## config.mk

```make
export PLATFORM = sky130hd
export DESIGN_NAME = ring_alarm_ctrl_flat
export DESIGN_NICKNAME = d
export VERILOG_FILES = /design/src/rtl/ring_pkg.sv /design/src/rtl/ring_alarm_ctrl_if.sv /design/src/rtl/ring_tone_gen.sv /design/src/rtl/ring_alarm_ctrl.sv /design/src/flat_wrapper.sv
export SDC_FILE = /design/constraint.sdc
export NUM_CORES = 1
export LEC_CHECK = 0
export ABC_AREA = 1
export CAP_MARGIN = 20
export CORE_AREA = 2 2 75 77
export CTS_CLUSTER_DIAMETER = 50
export CTS_CLUSTER_SIZE = 28
export DETAILED_ROUTE_END_ITERATION = 7
export DIE_AREA = 0 0 77 79
export GPL_TIMING_DRIVEN = 0
export PLACE_DENSITY = 0.78
export SLEW_MARGIN = 20
export SYNTH_ARGS = -nofsm -noshare
export SYNTH_HDL_FRONTEND = slang
export SYNTH_SLANG_ARGS = --single-unit
```

## constraint.sdc

```tcl
create_clock -name CLK_NX -period 2.62 [get_ports CLK_NX]
set_clock_uncertainty 0.1 [all_clocks]
set_input_delay 0.262 -clock CLK_NX [delete_from_list [all_inputs] [get_ports CLK_NX]]
set_output_delay 0.262 -clock CLK_NX [all_outputs]
set_load 0.05 [all_outputs]
```

## src/rtl/ring_pkg.sv

```systemverilog
// ring_pkg: shared state encoding, default parameters and counter width helper for the ring sequencer.
package ring_pkg;

    typedef enum logic [2:0] {IDLE, TONE_ON, TONE_OFF, DONE, SNOOZE} ring_state_t;

    localparam int TONE_HALF_DEF      = 25000;
    localparam int BEEP_CYC_DEF       = 12500000;
    localparam int BEEPS_DEF          = 60;
    localparam int SNOOZE_PERIODS_DEF = 600;

    function automatic int cnt_w(input int n);
        return $clog2(n) + 1;
    endfunction

endpackage

```

## src/rtl/ring_alarm_ctrl_if.sv

```systemverilog
// ring_alarm_ctrl_if: control/status bundle between the alarm logic and the ring sequencer.
// The snooze line exists only when RING_SNOOZE_EN is defined.
interface ring_alarm_ctrl_if;

    logic armed;
    logic alarm_hit;
    logic stop;
`ifdef RING_SNOOZE_EN
    logic snooze;
`endif
    logic clk_RING;
    logic ringing;
    logic done;

    modport master (
        output armed, alarm_hit, stop,
`ifdef RING_SNOOZE_EN
        output snooze,
`endif
        input  clk_RING, ringing, done
    );

    modport slave (
        input  armed, alarm_hit, stop,
`ifdef RING_SNOOZE_EN
        input  snooze,
`endif
        output clk_RING, ringing, done
    );

endinterface

```

## src/rtl/ring_tone_gen.sv

```systemverilog
// ring_tone_gen: registered square-wave tone that starts high on restart and toggles every TONE_HALF cycles.
module ring_tone_gen
    import ring_pkg::*;
#(
    parameter int TONE_HALF = TONE_HALF_DEF
) (
    input  logic CLK_NX,
    input  logic reset,
    input  logic en,
    input  logic restart,
    output logic tone
);

    localparam int TW = cnt_w(TONE_HALF);
    localparam logic [TW-1:0] TONE_LAST = TW'(TONE_HALF - 1);

    logic [TW-1:0] cnt;

    always_ff @(posedge CLK_NX) begin
        if (reset || !en) begin
            cnt  <= '0;
            tone <= 1'b0;
        end else if (restart) begin
            cnt  <= '0;
            tone <= 1'b1;
        end else if (cnt == TONE_LAST) begin
            cnt  <= '0;
            tone <= ~tone;
        end else begin
            cnt  <= cnt + 1'b1;
        end
    end

endmodule

```

## src/rtl/ring_alarm_ctrl.sv

```systemverilog
// ring_alarm_ctrl: alarm ring sequencer producing a bounded beep pattern on clk_RING.
// Defining RING_SNOOZE_EN adds the snooze input and the SNOOZE state.
module ring_alarm_ctrl
    import ring_pkg::*;
#(
    parameter int TONE_HALF      = TONE_HALF_DEF,
    parameter int BEEP_CYC       = BEEP_CYC_DEF,
    parameter int BEEPS          = BEEPS_DEF,
    parameter int SNOOZE_PERIODS = SNOOZE_PERIODS_DEF
) (
    input logic              CLK_NX,
    input logic              reset,
    ring_alarm_ctrl_if.slave bus
);

    // The pair counter also counts beep windows while snoozing, so size it for both uses.
    localparam int PN = (2 * SNOOZE_PERIODS > BEEPS) ? 2 * SNOOZE_PERIODS : BEEPS;
    localparam int BW = cnt_w(BEEP_CYC);
    localparam int PW = cnt_w(PN);
    localparam logic [BW-1:0] BEEP_LAST = BW'(BEEP_CYC - 1);
    localparam logic [PW-1:0] PAIR_LAST = PW'(BEEPS - 1);
    localparam logic [PW-1:0] PAIR_MAX  = PW'(PN);

    ring_state_t   state, next;
    logic [BW-1:0] beep_cnt;
    logic [PW-1:0] pair_cnt;
    logic          kill, snz, win_end, in_win, pair_clr, pair_inc;
    logic          ringing_d, done_d, tone_en, tone_restart;

    assign kill    = bus.stop || !bus.armed;
    assign win_end = beep_cnt == BEEP_LAST;
    assign in_win  = state inside {TONE_ON, TONE_OFF, SNOOZE};
`ifdef RING_SNOOZE_EN
    localparam logic [PW-1:0] SNZ_LAST = PW'(2 * SNOOZE_PERIODS - 1);
    assign snz = bus.snooze;
`else
    assign snz = 1'b0;
`endif

    always_ff @(posedge CLK_NX) begin
        if (reset) begin
            state       <= IDLE;
            bus.ringing <= 1'b0;
            bus.done    <= 1'b0;
        end else begin
            state       <= next;
            bus.ringing <= ringing_d;
            bus.done    <= done_d;
        end
    end

    always_comb begin
        next = state;
        case (state)
            IDLE:     next = (bus.alarm_hit && bus.armed && !bus.stop) ? TONE_ON : IDLE;
            TONE_ON:  next = kill ? IDLE : snz ? SNOOZE : win_end ? TONE_OFF : TONE_ON;
            TONE_OFF: next = kill ? IDLE : snz ? SNOOZE : !win_end ? TONE_OFF :
                             (pair_cnt == PAIR_LAST) ? DONE : TONE_ON;
            DONE:     next = IDLE;
`ifdef RING_SNOOZE_EN
            SNOOZE:   next = kill ? IDLE : (win_end && pair_cnt == SNZ_LAST) ? TONE_ON : SNOOZE;
`endif
            default:  next = IDLE;
        endcase
    end

    always_comb begin
        ringing_d    = next inside {TONE_ON, TONE_OFF};
        done_d       = next == DONE;
        tone_en      = next == TONE_ON;
        tone_restart = tone_en && state != TONE_ON;
    end

    // Pairs restart on a fresh session or snooze boundary; TONE_OFF -> TONE_ON counts a completed pair.
    assign pair_clr = next == IDLE ||
                      (next != state && (next == SNOOZE || (next == TONE_ON && state != TONE_OFF)));
    assign pair_inc = win_end && state inside {TONE_OFF, SNOOZE} && pair_cnt != PAIR_MAX;

    always_ff @(posedge CLK_NX) begin
        if (reset) begin
            beep_cnt <= '0;
            pair_cnt <= '0;
        end else begin
            beep_cnt <= (!in_win || next != state || win_end) ? '0 : beep_cnt + 1'b1;
            pair_cnt <= pair_clr ? '0 : pair_inc ? pair_cnt + 1'b1 : pair_cnt;
        end
    end

    ring_tone_gen #(.TONE_HALF(TONE_HALF)) u_tone (
        .CLK_NX  (CLK_NX),
        .reset   (reset),
        .en      (tone_en),
        .restart (tone_restart),
        .tone    (bus.clk_RING)
    );

endmodule

```

## src/flat_wrapper.sv

```systemverilog
// flat-port wrapper written by rule: the top's interface ports become plain ports
module ring_alarm_ctrl_flat import ring_pkg::*;
#(
    parameter int TONE_HALF      = TONE_HALF_DEF,
    parameter int BEEP_CYC       = BEEP_CYC_DEF,
    parameter int BEEPS          = BEEPS_DEF,
    parameter int SNOOZE_PERIODS = SNOOZE_PERIODS_DEF
)
  (CLK_NX, reset, bus_armed, bus_alarm_hit, bus_stop, bus_clk_RING, bus_ringing, bus_done);
  ring_alarm_ctrl_if bus_i ();
  input logic CLK_NX;
  input logic reset;
  input wire logic [$bits(bus_i.armed)-1:0] bus_armed;
  input wire logic [$bits(bus_i.alarm_hit)-1:0] bus_alarm_hit;
  input wire logic [$bits(bus_i.stop)-1:0] bus_stop;
  output wire logic [$bits(bus_i.clk_RING)-1:0] bus_clk_RING;
  output wire logic [$bits(bus_i.ringing)-1:0] bus_ringing;
  output wire logic [$bits(bus_i.done)-1:0] bus_done;
  assign bus_i.armed = bus_armed;
  assign bus_i.alarm_hit = bus_alarm_hit;
  assign bus_i.stop = bus_stop;
  assign bus_clk_RING = bus_i.clk_RING;
  assign bus_ringing = bus_i.ringing;
  assign bus_done = bus_i.done;
  ring_alarm_ctrl #(.TONE_HALF(TONE_HALF), .BEEP_CYC(BEEP_CYC), .BEEPS(BEEPS), .SNOOZE_PERIODS(SNOOZE_PERIODS)) u_core (.CLK_NX(CLK_NX), .reset(reset), .bus(bus_i));
endmodule
```

After elaboration in Yosys (flattened, before gate mapping)
Index checks and enable logic that the tools add are counted.

Register bits: 59. Input port bits: 5. Output and inout port bits: 3. Word-level logic and storage cells: 60.

Add/subtract/negate cells: 3. Eq/ne operators: 14. Multiplexer cells: 9. Bitwise gates (word level): 1. Reduce and logical (&&, ||, !) cells: 26.

Operators with widths (number): $add A25 B1 Y25 const B (1); $eq A25 B24 Y1 const B (1); $add A16 B1 Y16 const B (1); $eq A16 B15 Y1 const B (1); $add A12 B1 Y12 const B (1); $eq A12 B6 Y1 const B (1); $ne A12 B11 Y1 const B (1); $eq A3 B2 Y1 const B (3); $mux W3 (3); $pmux W3 S3 (1); $logic_and A1 B1 Y1 (7); $eq A3 B1 Y1 const B (2); $eq A3 B3 Y1 const B (2); $logic_not A3 Y1 (2); $logic_or A1 B1 Y1 (6); $reduce_bool A2 Y1 (3); $logic_not A1 Y1 (4); $mux W2 (2); $reduce_or A2 Y1 (2); $mux W1 (3); $ne A3 B1 Y1 const B (1); $ne A3 B2 Y1 const B (1); $ne A3 B3 Y1 (1); $reduce_bool A3 Y1 (1); 2 further kinds (2).

Logic depth before layout (Yosys ltp)
Depth after elaboration: 11. Mapped depth: 17. Mapped depth without buffers: 17.

Modules after synthesis
A second synthesis with hierarchy kept.

Cell total of the unflattened synthesis: 483. Area, all modules: 3470.8 um^2.

By module, submodules not included: ring_alarm_ctrl (times used 1, cells an instance 355, area an instance 2592.5 um^2, seq. area each 820.8 um^2); ring_tone_gen (times used 1, cells an instance 128, area an instance 878.3 um^2, seq. area each 340.3 um^2).

Least setup slack after synthesis
Ideal clock, no wire load.

Path type: reg2reg. From: reg u_core.beep_cnt[0]. To: reg u_core.u_tone.cnt[15]. Setup time: 128 ps. Arrival time: 2014 ps. Data required time: 2392 ps. Slack: 378 ps. Cell stages (with the launch flop): 17. Path buffers: 1. Period minus slack after synthesis: 2242 ps. Cell sequence: dfxtp_1 ha_1 nand2_2 nor2_4 nand2_2 nor2_4 nand2_1 nand2_1 nand3_2 nand2_4 inv_1 ha_1 inv_1 nor2_1 nand3_1 clkbuf_1 nor2_1.

Longest elaborated chain between the ends: 8. Elaborated cells on any way between the ends: 11. Classes of those cells: eq/ne: 2; mux: 5; reduce/logical: 4.

Ends and longest elaborated chain: start: declaration (RTL line ring_alarm_ctrl.sv:25) `logic [BW-1:0] beep_cnt;`; start signal: assignment (RTL line ring_alarm_ctrl.sv:84) `beep_cnt <= (!in_win || next != state || win_end) ? '0 : beep_cnt + 1'b1;`; $eq A25 B24 Y1 * (RTL line ring_alarm_ctrl.sv:31) `assign win_end = beep_cnt == BEEP_LAST;`; $mux W3 or $mux W2 (tied branches) (RTL line ring_alarm_ctrl.sv:57, ring_alarm_ctrl.sv:56); $mux W3 (on tied branches) (RTL line ring_alarm_ctrl.sv:57, ring_alarm_ctrl.sv:56); $pmux W3 S3 * (RTL line ring_alarm_ctrl.sv:54) `case (state)`; named net u_core.next[0] (RTL line ring_alarm_ctrl.sv:24) `ring_state_t state, next;`; $eq A3 B1 Y1 * (RTL line ring_alarm_ctrl.sv:70) `tone_en = next == TONE_ON;`; $logic_not A1 Y1 (RTL line ring_tone_gen.sv:20) `if (reset || !en) begin`; $logic_or A1 B1 Y1 (RTL line ring_tone_gen.sv:20); $reduce_or A3 Y1 (no line) *; end signal: assignment (RTL line ring_tone_gen.sv:30) `cnt <= cnt + 1'b1;`; end: declaration (RTL line ring_tone_gen.sv:17) `logic [TW-1:0] cnt;`.

Mark *: on every way through the listed nets, which the timed path passes. The rest lies on a longest branch. A chain may end at the register's enable or synchronous reset.

Worst setup path after layout
From: reg u_core.beep_cnt[0]. To: reg u_core.u_tone.cnt[8].

The elaborated chain is that of the path after synthesis.

==> results.toml <==
[run_status]
outcome = "finished, final reports clean"

[place]
dp.cells = 490
post-place-ws_ns = -0.0207
routabilityCongestion = 0.848
dp_hpwl_um = 3980
io_buffer_count = 7

[route]
via_per_inst = 4.87
drtPass1Iterations = 4
drtIter0Drc = 90
drcViolationCount = 0
ant_nets = 0
vias = 2465
wl_um = 5350
detail_route.wl_per_cell_um = 10.6

[global_route]
grt_max_degree = 11
grt_pass1_vias = 2305
grt_use_total = 0.190
grt_first_pass_wirelength_um = 9470
grt-ovfl-total = 0
antenna_found_initial = 0

[worst_setup_path]
crit_family = "simple AND/OR/NAND/NOR gates"
cp.arrival_ns = 2.49
cp_max_fo = 5
path_buf_inv = 3
slowest_delay_ns = 0.36
crit_path_top_delay_cell = "dfxtp_1"
critPathRequiredTime_ns = 2.78
cp-end-kind = "flip-flop"
worstPathCellList = "ha_2 > nand2_2 > nor2_4 > nand2_2 > nor2_4 > nand3_1 > nand3_2 > nand2_4 > inv_1 > ha_1 > inv_1 > nor2_2 > nand3_2 > inv_1 > o21ai_0 > a21oi_1"
path_class = "flip-flop to flip-flop"
cp_common_cell = "inv_1"
start_kind = "flip-flop"

[logic_synthesis]
postSynthCellCount = 411
ys_dominant_reg_cell = "dfxtp_1"
synth-seq-area-share = 0.375
avgSynthCellArea_sq_um = 7.53
yosys_warnings = 0
synth_nets = 427
synthArstFlopShare = 0
ys_seq_elements = 58
ys_types = 30
synth_area_sq_um = 3100
synth-edff-count = 0

[sta]
fin_crit_ns = 2.33
slew_viol_final = 0
worst_pin_slew_ns = 0.491
hold_ws_ns = 0.348
max-slew-margin-rel = 0.672
rsz0062_at_grt = "false"
layout_setup_ws_ns = 0.294
max_freq_mhz = 430
final_hold_viol_count = 0
finalCritPeriodShare = 0.888
setup_viol = 0

[clock_tree]
cts_buffers = 9
cts.sinks = 58
cts_tree = "built"
htree_num_levels = 3
cts.path.max_buffers = 2
path_clk_slew_ns = 0.07
hold_buffers = 0
root_buffer = "clkbuf_8"
clk_latency_ns = 0.32

[die]
die_h_um = 79
row_count = 27
ios = 8
chipWidth_um = 77
core_sq_um = 5340
start_util = 0.580
dieArea_sq_um = 6080

[worst_hold_path]
hold_path_class = "flip-flop to flip-flop"

[pwr]
ir_drop_mv = 0.345
power_density_nw_per_um2 = 494
power.leakage_nw = 1.25
power.total_mw = 1.71

[finish]
drive_gt1_frac = 0.173
nFillCells = 486
final-instance-count-excl-fill = 506
post-route-util = 0.648
area_growth_pct = 11.7
diodes = 0
layout.nets = 445

[job]
maxCapViolCount = 0
-- worst reg2reg max path: stages, from the launching register on --
cell,delay (ns)
dfxtp_1,0.36
ha_2,0.21
nand2_2,0.07
nor2_4,0.11
nand2_2,0.08
nor2_4,0.15
nand3_1,0.13
nand3_2,0.13
nand2_4,0.07
inv_1,0.08
ha_1,0.14
inv_1,0.06
nor2_2,0.11
nand3_2,0.15
inv_1,0.12
o21ai_0,0.09
a21oi_1,0.11
-- cell type report --
type | count | area, sq um | share of cell area
multi-input cells | 273 | 1620 | 0.469
flip-flops and latches | 58 | 1160 | 0.336
inverters | 76 | 285 | 0.0825
clock buffers | 10 | 128 | 0.0369
well taps | 72 | 90.1 | 0.0260
repair buffers | 7 | 70.1 | 0.0203
clock inverters | 6 | 57.6 | 0.0166
plain buffers | 4 | 45.0 | 0.0130
-- sequential cells by signal, summed over array words and instances (netlist names) --
name,flops
u_core.u_tone.tone,1
u_core.beep_cnt,25
u_core.pair_cnt,12
u_core.bus.done,1
u_core.bus.ringing,1
u_core.state,2
u_core.u_tone.cnt,16
-- worst paths after layout --
check,cells after the start,end,start,slack (ns)
hold reg to reg,1,u_core.u_tone.cnt[0],u_core.u_tone.cnt[0],0.35
setup reg to reg,16,u_core.u_tone.cnt[8],u_core.beep_cnt[0],0.29
hold / removal,1,u_core.u_tone.cnt[0],u_core.u_tone.cnt[0],0.35
setup / recovery,16,u_core.u_tone.cnt[8],u_core.beep_cnt[0],0.29
-- what timing repair did --
item                                    CTS  global route
hold endpoints to repair                  0             0
endpoints found under the setup margin    4            14
gates cloned                              0             0
resized for setup                         1             7
pin swaps                                 0             0
buffers inserted                          0             0
-- power by group --
| group | switching, mW | internal (mW) | total [mW] |
|---|---|---|---|
| clock network | 0.352 | 0.433 | 0.785 |
| registers | 0.00138 | 0.883 | 0.885 |
| logic | 0.0238 | 0.0158 | 0.0396 |
-- per-stage QoR --
| stage | area [sq um] | TNS [ns] |
|---|---|---|
| detailed placement | 3260 | -0.0379 |
| global route | 3460 | 0 |
| finish | 3460 | 0 |
| global placement | 3260 | 0 |
| floorplan | 3100 | 0 |
| CTS | 3440 | 0 |
-- cell usage in the layout, fill, tap and decap left out, types with 2 or more instances in the layout --
cell type / Yosys / layout
nand2_2: 10 / 10
nor3_1: 21 / 21
a21oi_1: 8 / 8
inv_2: 2 / 2
inv_1: 73 / 73
nor2_4: 5 / 5
nor4_1: 2 / 2
nand2_4: 3 / 3
nand3_1: 22 / 21
xnor2_1: 11 / 11
clkdlybuf4s50_1: 0 / 7
o21ai_0: 7 / 7
mux2_2: 3 / 3
xor2_1: 23 / 23
nand2_1: 49 / 49
nor2_2: 25 / 26
dfxtp_1: 58 / 58
clkbuf_8: 0 / 9
nor2_1: 56 / 55
buf_6: 3 / 4
clkinv_2: 0 / 4
nand3_2: 2 / 3
ha_1: 11 / 10
nand4_1: 8 / 8
-- routing by layer --
layer  track usage  wire length, um
met1         0.224             2480
met2         0.333             2640
met3        0.0409              161
met4        0.0875               70
met5             0                0
-- kinds of logic after synthesis --
logic type | share of synthesized area
compound gates | 0.0279
xor+xnor | 0.0962
fa+ha+maj | 0.0444
buf+inv | 0.104
flops | 0.375
mux | 0.0141
simple gates | 0.338
-- Yosys cell counts, types with 2 or more instances --
library cell,number,area (sq um)
a21oi_1,8,40.0
buf_6,3,33.8
dfxtp_1,58,1160
ha_1,11,138
inv_1,73,274
inv_2,2,7.51
mux2_2,3,33.8
nand2_1,49,184
nand2_2,10,62.6
nand2_4,3,33.8
nand3_1,22,110
nand3_2,2,20.0
nand4_1,8,50.1
nor2_1,56,210
nor2_2,25,156
nor2_4,5,56.3
nor3_1,21,105
nor4_1,2,12.5
o21ai_0,7,35.0
xnor2_1,11,96.3
xor2_1,23,201
Note: power is estimated with default switching activity, not from simulation.
